===== src/rtl/memory_stage.sv =====
// memory_stage: MEM stage of a 5-stage MIPS pipeline.
// Accepts one instruction at a time from EX, runs loads/stores over a
// req/gnt/rvalid data-memory bus and hands the writeback bundle to WB over a
// valid/ready handshake. Back-to-back accepts are possible from OUT.
// Optional feature: define MEM_MISALIGN_TRAP_EN to trap misaligned half/word
// accesses (adds the out_exc output); otherwise low address bits are ignored.
module memory_stage #(
  parameter int ADDR_WIDTH = 32
) (
  input  logic                  clk,
  input  logic                  resetn,
  // EX side
  input  logic                  in_valid,
  output logic                  in_ready,
  input  logic [4:0]            in_rd,
  input  logic [31:0]           in_out,
  input  logic [31:0]           in_vt,
  input  logic                  in_mem_read,
  input  logic                  in_mem_write,
  input  logic [1:0]            in_size,
  input  logic                  in_unsigned,
  input  logic                  in_reg_write,
  // data-memory bus
  output logic                  dm_req,
  output logic                  dm_we,
  output logic [ADDR_WIDTH-1:0] dm_addr,
  output logic [3:0]            dm_be,
  output logic [31:0]           dm_wdata,
  input  logic                  dm_gnt,
  input  logic                  dm_rvalid,
  input  logic [31:0]           dm_rdata,
  // WB side
  output logic                  out_valid,
  input  logic                  out_ready,
  output logic [4:0]            out_rd,
  output logic [31:0]           out_result,
`ifdef MEM_MISALIGN_TRAP_EN
  output logic                  out_exc,
`endif
  output logic                  out_reg_write
);

  typedef enum logic [1:0] {
    S_IDLE,
    S_REQ,
    S_WAIT,
    S_OUT
  } state_e;

  state_e      state_q, state_d;
  logic [4:0]  rd_q, rd_d;
  logic [31:0] addr_q, addr_d;
  logic [31:0] vt_q, vt_d;
  logic        is_store_q, is_store_d;
  logic [1:0]  size_q, size_d;
  logic        uns_q, uns_d;
  logic        reg_write_q, reg_write_d;
  logic [31:0] result_q, result_d;
  logic        out_regw_q, out_regw_d;
  logic        exc_q, exc_d;

  logic        accept;
  logic        misaligned;
  logic [7:0]  ld_byte;
  logic [15:0] ld_half;
  logic [31:0] ld_data;

  assign in_ready = (state_q == S_IDLE) | ((state_q == S_OUT) & out_ready);
  assign accept   = in_valid & in_ready;

`ifdef MEM_MISALIGN_TRAP_EN
  // Half needs a[0]=0, word (size 1x) needs a=00; bytes are always aligned.
  assign misaligned = (in_mem_read | in_mem_write) &
                      ((in_size == 2'b01) ? in_out[0] :
                       in_size[1]         ? (in_out[1:0] != 2'b00) : 1'b0);
`else
  assign misaligned = 1'b0;
`endif

  // Bus outputs come straight from the state/latched fields, so dm_req falls
  // the instant the async reset clears state_q.
  assign dm_req  = (state_q == S_REQ);
  assign dm_we   = (state_q == S_REQ) & is_store_q;
  assign dm_addr = {addr_q[ADDR_WIDTH-1:2], 2'b00};

  // Byte enables and replicated store data from latched size/address.
  always_comb begin
    dm_be    = 4'b1111;
    dm_wdata = 32'h0;
    case (size_q)
      2'b00: begin
        dm_be    = 4'b0001 << addr_q[1:0];
        dm_wdata = {4{vt_q[7:0]}};
      end
      2'b01: begin
        dm_be    = addr_q[1] ? 4'b1100 : 4'b0011;
        dm_wdata = {2{vt_q[15:0]}};
      end
      default: begin
        dm_be    = 4'b1111;
        dm_wdata = vt_q;
      end
    endcase
    if (!is_store_q) dm_wdata = 32'h0;
  end

  // Load lane extraction and sign/zero extension.
  always_comb begin
    case (addr_q[1:0])
      2'b00:   ld_byte = dm_rdata[7:0];
      2'b01:   ld_byte = dm_rdata[15:8];
      2'b10:   ld_byte = dm_rdata[23:16];
      default: ld_byte = dm_rdata[31:24];
    endcase
    ld_half = addr_q[1] ? dm_rdata[31:16] : dm_rdata[15:0];
    case (size_q)
      2'b00:   ld_data = {{24{ld_byte[7] & ~uns_q}}, ld_byte};
      2'b01:   ld_data = {{16{ld_half[15] & ~uns_q}}, ld_half};
      default: ld_data = dm_rdata;
    endcase
  end

  // Next-state and next-data logic for the stage FSM.
  always_comb begin
    // NOTE: every *_d gets a default first so no path leaves it unassigned,
    // which would otherwise infer a latch.
    state_d     = state_q;
    rd_d        = rd_q;
    addr_d      = addr_q;
    vt_d        = vt_q;
    is_store_d  = is_store_q;
    size_d      = size_q;
    uns_d       = uns_q;
    reg_write_d = reg_write_q;
    result_d    = result_q;
    out_regw_d  = out_regw_q;
    exc_d       = exc_q;

    case (state_q)
      S_REQ: begin
        if (dm_gnt) begin
          if (is_store_q) begin
            state_d    = S_OUT;
            out_regw_d = 1'b0;
          end else begin
            state_d = S_WAIT;
          end
        end
      end
      S_WAIT: begin
        if (dm_rvalid) begin
          state_d    = S_OUT;
          result_d   = ld_data;
          out_regw_d = reg_write_q;
        end
      end
      S_OUT: begin
        if (out_ready && !in_valid) state_d = S_IDLE;
      end
      default: ;
    endcase

    // A new instruction overrides whatever the case above decided.
    if (accept) begin
      rd_d        = in_rd;
      addr_d      = in_out;
      vt_d        = in_vt;
      is_store_d  = in_mem_write;
      size_d      = in_size;
      uns_d       = in_unsigned;
      reg_write_d = in_reg_write;
      result_d    = in_out;
      exc_d       = 1'b0;
      if (misaligned) begin
        state_d    = S_OUT;
        exc_d      = 1'b1;
        out_regw_d = 1'b0;
      end else if (in_mem_read || in_mem_write) begin
        state_d    = S_REQ;
        out_regw_d = 1'b0;
      end else begin
        state_d    = S_OUT;
        out_regw_d = in_reg_write;
      end
    end
  end

  // State and datapath registers; everything clears on reset.
  always_ff @(posedge clk or negedge resetn) begin
    if (!resetn) begin
      state_q     <= S_IDLE;
      rd_q        <= '0;
      addr_q      <= '0;
      vt_q        <= '0;
      is_store_q  <= 1'b0;
      size_q      <= '0;
      uns_q       <= 1'b0;
      reg_write_q <= 1'b0;
      result_q    <= '0;
      out_regw_q  <= 1'b0;
      exc_q       <= 1'b0;
    end else begin
      // NOTE: non-blocking so all registers update together from the
      // pre-edge values, independent of statement order.
      state_q     <= state_d;
      rd_q        <= rd_d;
      addr_q      <= addr_d;
      vt_q        <= vt_d;
      is_store_q  <= is_store_d;
      size_q      <= size_d;
      uns_q       <= uns_d;
      reg_write_q <= reg_write_d;
      result_q    <= result_d;
      out_regw_q  <= out_regw_d;
      exc_q       <= exc_d;
    end
  end

  assign out_valid     = (state_q == S_OUT);
  assign out_rd        = rd_q;
  assign out_result    = result_q;
  assign out_reg_write = out_valid & out_regw_q;
`ifdef MEM_MISALIGN_TRAP_EN
  assign out_exc       = out_valid & exc_q;
`endif

  // The latched exception flag is unused when the trap feature is off.
  logic unused_exc;
  assign unused_exc = exc_q;

endmodule


===== config.mk =====
export PLATFORM = sky130hd
export DESIGN_NAME = memory_stage
export DESIGN_NICKNAME = d
export VERILOG_FILES = /design/src/rtl/memory_stage.sv
export SDC_FILE = /design/constraint.sdc
export NUM_CORES = 1
export LEC_CHECK = 0
export ABC_AREA = 1
export CAP_MARGIN = 20
export CORE_ASPECT_RATIO = 1.5
export CORE_MARGIN = 2
export CORE_UTILIZATION = 45
export DETAILED_ROUTE_END_ITERATION = 6
export HOLD_SLACK_MARGIN = 0.15
export PLACE_DENSITY_LB_ADDON = 0.3
export SETUP_SLACK_MARGIN = 0.4
export SLEW_MARGIN = 10
export SYNTH_ARGS = -nofsm -noshare
export SYNTH_HDL_FRONTEND = slang
export SYNTH_SLANG_ARGS = --single-unit

===== constraint.sdc =====
create_clock -name clk -period 4 [get_ports clk]
set_clock_uncertainty 0.1 [all_clocks]
set_input_delay 0.6 -clock clk [delete_from_list [all_inputs] [get_ports clk]]
set_output_delay 0.6 -clock clk [all_outputs]
set_load 0.05 [all_outputs]

== Word-level counts from Yosys, hierarchy flattened ==
Index checks and enable logic that the tools add are counted.
Storage, ports and cells
  register bits after elaboration: 109
  input bits: 113
  word-level logic and storage cells: 65
Operators by class
  eq/ne operators: 10
  shift operators: 1
  mux-type cells: 23
  bitwise gates (word level): 8
  reduce and logical (&&, ||, !) cells: 13
Operator list (number)
  32-bit 2-to-1 mux: 4
  32-bit case mux with 2 select lines: 2
  8-bit case mux with 3 select lines: 1
  16-bit 2-to-1 mux: 1
  2-bit 2-to-1 mux: 5
  3-bit by 1-bit inequality test with 1-bit output (second input constant): 3
  4-bit case mux with 2 select lines: 1
  4-bit AND reduction: 2
  1-bit AND: 6
  2-bit by 1-bit == test with 1-bit output (second input constant): 3
  2-bit == test (second input constant): 3
  2-bit logical NOT: 3
  1-bit 2-to-1 mux: 6
  2-bit case mux with 3 select lines: 1
  4-bit 2-to-1 mux: 1
  2-bit nonzero test: 2
  4-bit nonzero test: 1
  1-bit by 2-bit << shifter with 4-bit output (first input constant): 1
  3-bit inequality test (second input constant): 1
  3-bit nonzero test: 1
  1-bit case mux with 2 select lines: 1
  2-bit AND reduction: 1
  1-bit logical AND: 1
  1-bit logical NOT: 1
  other kinds (3): 3

== Longest topological paths before layout ==
  depth after elaboration: 7
  depth in mapped cells: 9
  mapped depth without buffers: 9

== Worst setup path before layout ==
No wires, ideal clock.
  path type: register to output
  start point: register size_q[0]
  end point: output port dm_be[2]
  data arrival time: 2033 ps
  setup slack: 1267 ps
  cell stages (with the launch flop): 7
  path buffers: 2
  path through: dfrtp_1 -> inv_1 -> nand2_1 -> buf_2 -> inv_2 -> buf_2 -> o21ai_0
Between the ends
  cells in the longest elaborated chain, start to end: 2
Ends and longest elaborated chain
  start, declared: RTL line 55  | logic [1:0] size_q, size_d;
  start signal, assigned: RTL line 210  | size_q <= size_d;
  2-bit by 1-bit == test with 1-bit output or 2-bit logical NOT (tied branches): RTL line 90  | case (size_q)
  4-bit case mux with 2 select lines *: RTL line 90
  end, declared: RTL line 27  | output logic [3:0] dm_be,
Every way passes the cells marked *; elsewhere a longest branch is shown, timed or not.

== Worst setup path after layout ==
  start point: register size_q[1]
  end point: output port dm_wdata[31]
Between the ends
  cells in the longest elaborated chain, start to end: 3
Ends and longest elaborated chain
  2-bit by 1-bit == test with 1-bit output or 2-bit logical NOT (tied branches): RTL line 90
  32-bit case mux with 2 select lines *: RTL line 90
  32-bit 2-to-1 mux *: RTL line 104  | if (!is_store_q) dm_wdata = 32'h0;
  end, declared: RTL line 28  | output logic [31:0] dm_wdata,
Marked as above.

==> results.toml <==
[outcome]
outcome = "finished clean"

[yosys]
synthCells = 818
yosys_register_bits = 109
synth.distinct_cells = 23
syn_avg_cell_area_um2 = 7.05
synth_area_mm2 = 0.00577
ys_warn_count = 0
ys_seq_area_frac = 0.473

[worst_setup_path]
critPathMaxStageDelay_ns = 0.83
endpoint_kind = "primary output"
path_cells = "inv_1 -> nand2_2 -> o22ai_1 -> nor3_1 -> clkdlybuf4s50_1"
cp.required_ns = 3.30
critical_path_class = "register to primary output"
start_kind = "register"
crit_fanout = 20
cp.arrival_ns = 2.64
crit_slowest_cell = "clkdlybuf4s50_1"

[routing]
num_vias = 5726
routed_via_density = 4.98
top_layer = "met4"
first_pass_iters = 5
drtIter0Drc = 236
wl_met1_um = 6610
wl_met2_um = 8770
antenna_left = 0
drt_wl_total_um = 17300
wl_per_cell_um = 15.0
route.met3.wl_um = 1330
drc_errors = 0

[place]
place.gp.congestion = 0.927
dp_hpwl_um = 12800
dpl-instance-area_mm2 = 0.00776
pre_cts_slack_ns = 0.798
portBuffers = 220

[global_route]
grt_pass1_vias = 5488
grt_max_degree = 60
grt_first_pass_wirelength_um = 27100
gr-usage-all-layers = 0.258
antenna_found_initial = 0
grt_overflow = 0

[sta]
period_minus_slack_ns = 3.34
fmax_ghz = 0.300
worst_pin_slew_ns = 1.06
timing.final.crit_share = 0.834
setup_ws_ns = 0.664
max_slew_margin = 0.288
rsz0062_at_grt = "no"
tns_ns = 0
finalMaxSlewViolations = 0
setup_viol = 0
hold_viol = 0

[floorplanning]
chipWidth_um = 96.5
die_y_um = 143
die_area_mm2 = 0.0138
num_rows = 50
coreArea_mm2 = 0.0125
ios = 223
start_util = 0.461

[pwr]
p_leak_nw = 4.15
p_per_area_mw_per_mm2 = 1030
power_mw = 8.29
peakVddDrop_uv = 736

[cells_and_area]
fin_area_mm2 = 0.00808
finalNetCount = 1103
diodes = 0
finish.utilization = 0.645
drive_above_1_share = 0.0412
area_growth_pct = 40.0
fillers = 1127

[min_path]
min_path_type = "register to register"

[clocking]
cts_root_buf = "clkbuf_16"
cts_buffers = 9
clkSinkCount = 109
htreeDepth = 3
cts_tree = "done"
clockBufferDepth = 2
clock_latency_ns = 0.35
clk_pin_slew_worst_paths_ns = 0.06

[flow_run]
maxCapViolCount = 0
cells in the mapped netlist:
cell type,number,area share
nand2_1,345,0.22
nor2_1,116,0.075
dfrtp_1,109,0.47
inv_1,64,0.042
a21oi_1,37,0.032
buf_4,35,0.046
nand3_1,28,0.024
o21ai_0,27,0.023
buf_2,20,0.017
o22ai_1,8,0.0087
buf_6,6,0.012
clkbuf_1,6,0.0039
nand2_2,4,0.0043
inv_2,2,0.0013
nor3_1,2,0.0017
o21ai_1,2,0.0017
buf_1,1,0.00065
conb_1,1,0.00065
nand3_2,1,0.0017
nor2_2,1,0.0011
o211ai_1,1,0.0013
o21a_1,1,0.0013
o21ai_4,1,0.0028
critical path: cells and delay by family (launching register included):
family / cells / cell delay [ns]
buf+inv: 2 / 1.02
simple gates: 2 / 0.55
flops: 1 / 0.57
compound gates: 1 / 0.16
through the flow:
step / hold slack, ns / std cells
floorplan: 0.204 / 819
global placement: 0.361 / 1134
detailed placement: 0.365 / 1134
CTS: 0.383 / 1150
global route: 0.406 / 1150
finish: 0.377 / 1150
flip-flops by register name, summed over array words and instances, names as in the netlist:
signal	flops
out_rd	5
is_store_q	1
out_result	32
uns_q	1
addr_q	32
size_q	2
state_q	2
out_regw_q	1
vt_q	32
reg_write_q	1
path summary, 6_finish.rpt:
check                                        from                          to  slack, ns  cells past startpoint
hold / removal             addr_q[23]$_DFFE_PN0P_      addr_q[23]$_DFFE_PN0P_       0.38                      2
setup / recovery            size_q[1]$_DFFE_PN0P_                dm_wdata[31]       0.66                      5
min in group asynchronous                  resetn        vt_q[12]$_DFFE_PN0P_       0.61                      2
setup reg to reg           state_q[0]$_DFFE_PN0P_  out_result[24]$_DFFE_PN0P_       1.37                      8
max in group asynchronous                  resetn      addr_q[13]$_DFFE_PN0P_       2.30                      3
hold reg to reg            addr_q[23]$_DFFE_PN0P_      addr_q[23]$_DFFE_PN0P_       0.38                      2
timing repair:
action,in CTS,in global routing
hold buffers,1,0
setup endpoints to repair,1,0
setup buffers,0,0
hold endpoints to repair,29,0
gates resized for setup,1,0
final cells by class:
type                       count  area (um^2)  share of cell area
clock buffer                  12          256              0.0318
clock inverter                 3         45.0             0.00558
inverter                      66          248              0.0307
multi-input combinational    576         2350               0.291
sequential                   109         2730               0.338
tap                          156          195              0.0242
timing repair buffer         228         2250               0.279
cell families (layout without fill, tap and decap cells):
| group | count (synthesis) | after routing | synth area share |
|---|---|---|---|
| AO/OA/AOI/OAI | 77 | 77 | 0.0714 |
| buffers and inverters | 134 | 309 | 0.122 |
| flip-flops | 109 | 109 | 0.473 |
| other | 1 | 2 | 0.000650 |
| AND/OR/NAND/NOR | 497 | 497 | 0.333 |
layer usage:
| layer | vias to the layer above | track usage |
|---|---|---|
| li1 | 2810 | - |
| met1 | 2663 | 0.302 |
| met2 | 222 | 0.446 |
| met3 | 31 | 0.0707 |
| met4 | 0 | 0.0956 |
| met5 | - | 0 |
report_power, final:
group,switching (mW),total [mW],internal [mW]
logic,3.65,5.31,1.66
registers,0.415,2.07,1.65
clock network,0.392,0.910,0.517
cell usage in the layout, fill, tap and decap left out:
| master | instances |
|---|---|
| nand2_1 | 344 |
| clkdlybuf4s50_1 | 210 |
| nor2_1 | 116 |
| dfrtp_1 | 109 |
| inv_1 | 64 |
| a21oi_1 | 37 |
| nand3_1 | 28 |
| o21ai_0 | 27 |
| buf_4 | 16 |
| clkbuf_16 | 9 |
| o22ai_1 | 8 |
| nand2_2 | 5 |
| inv_2 | 2 |
| nor3_1 | 2 |
| o21ai_1 | 2 |
| conb_1 | 2 |
| clkinvlp_4 | 2 |
| clkbuf_8 | 2 |
| nand3_4 | 1 |
| o21ai_4 | 1 |
| nor2_2 | 1 |
| o211ai_1 | 1 |
| o21a_1 | 1 |
| clkbuf_1 | 1 |
| bufinv_16 | 1 |
| dlygate4sd3_1 | 1 |
| buf_12 | 1 |
Power figures use the tool's default switching activity.
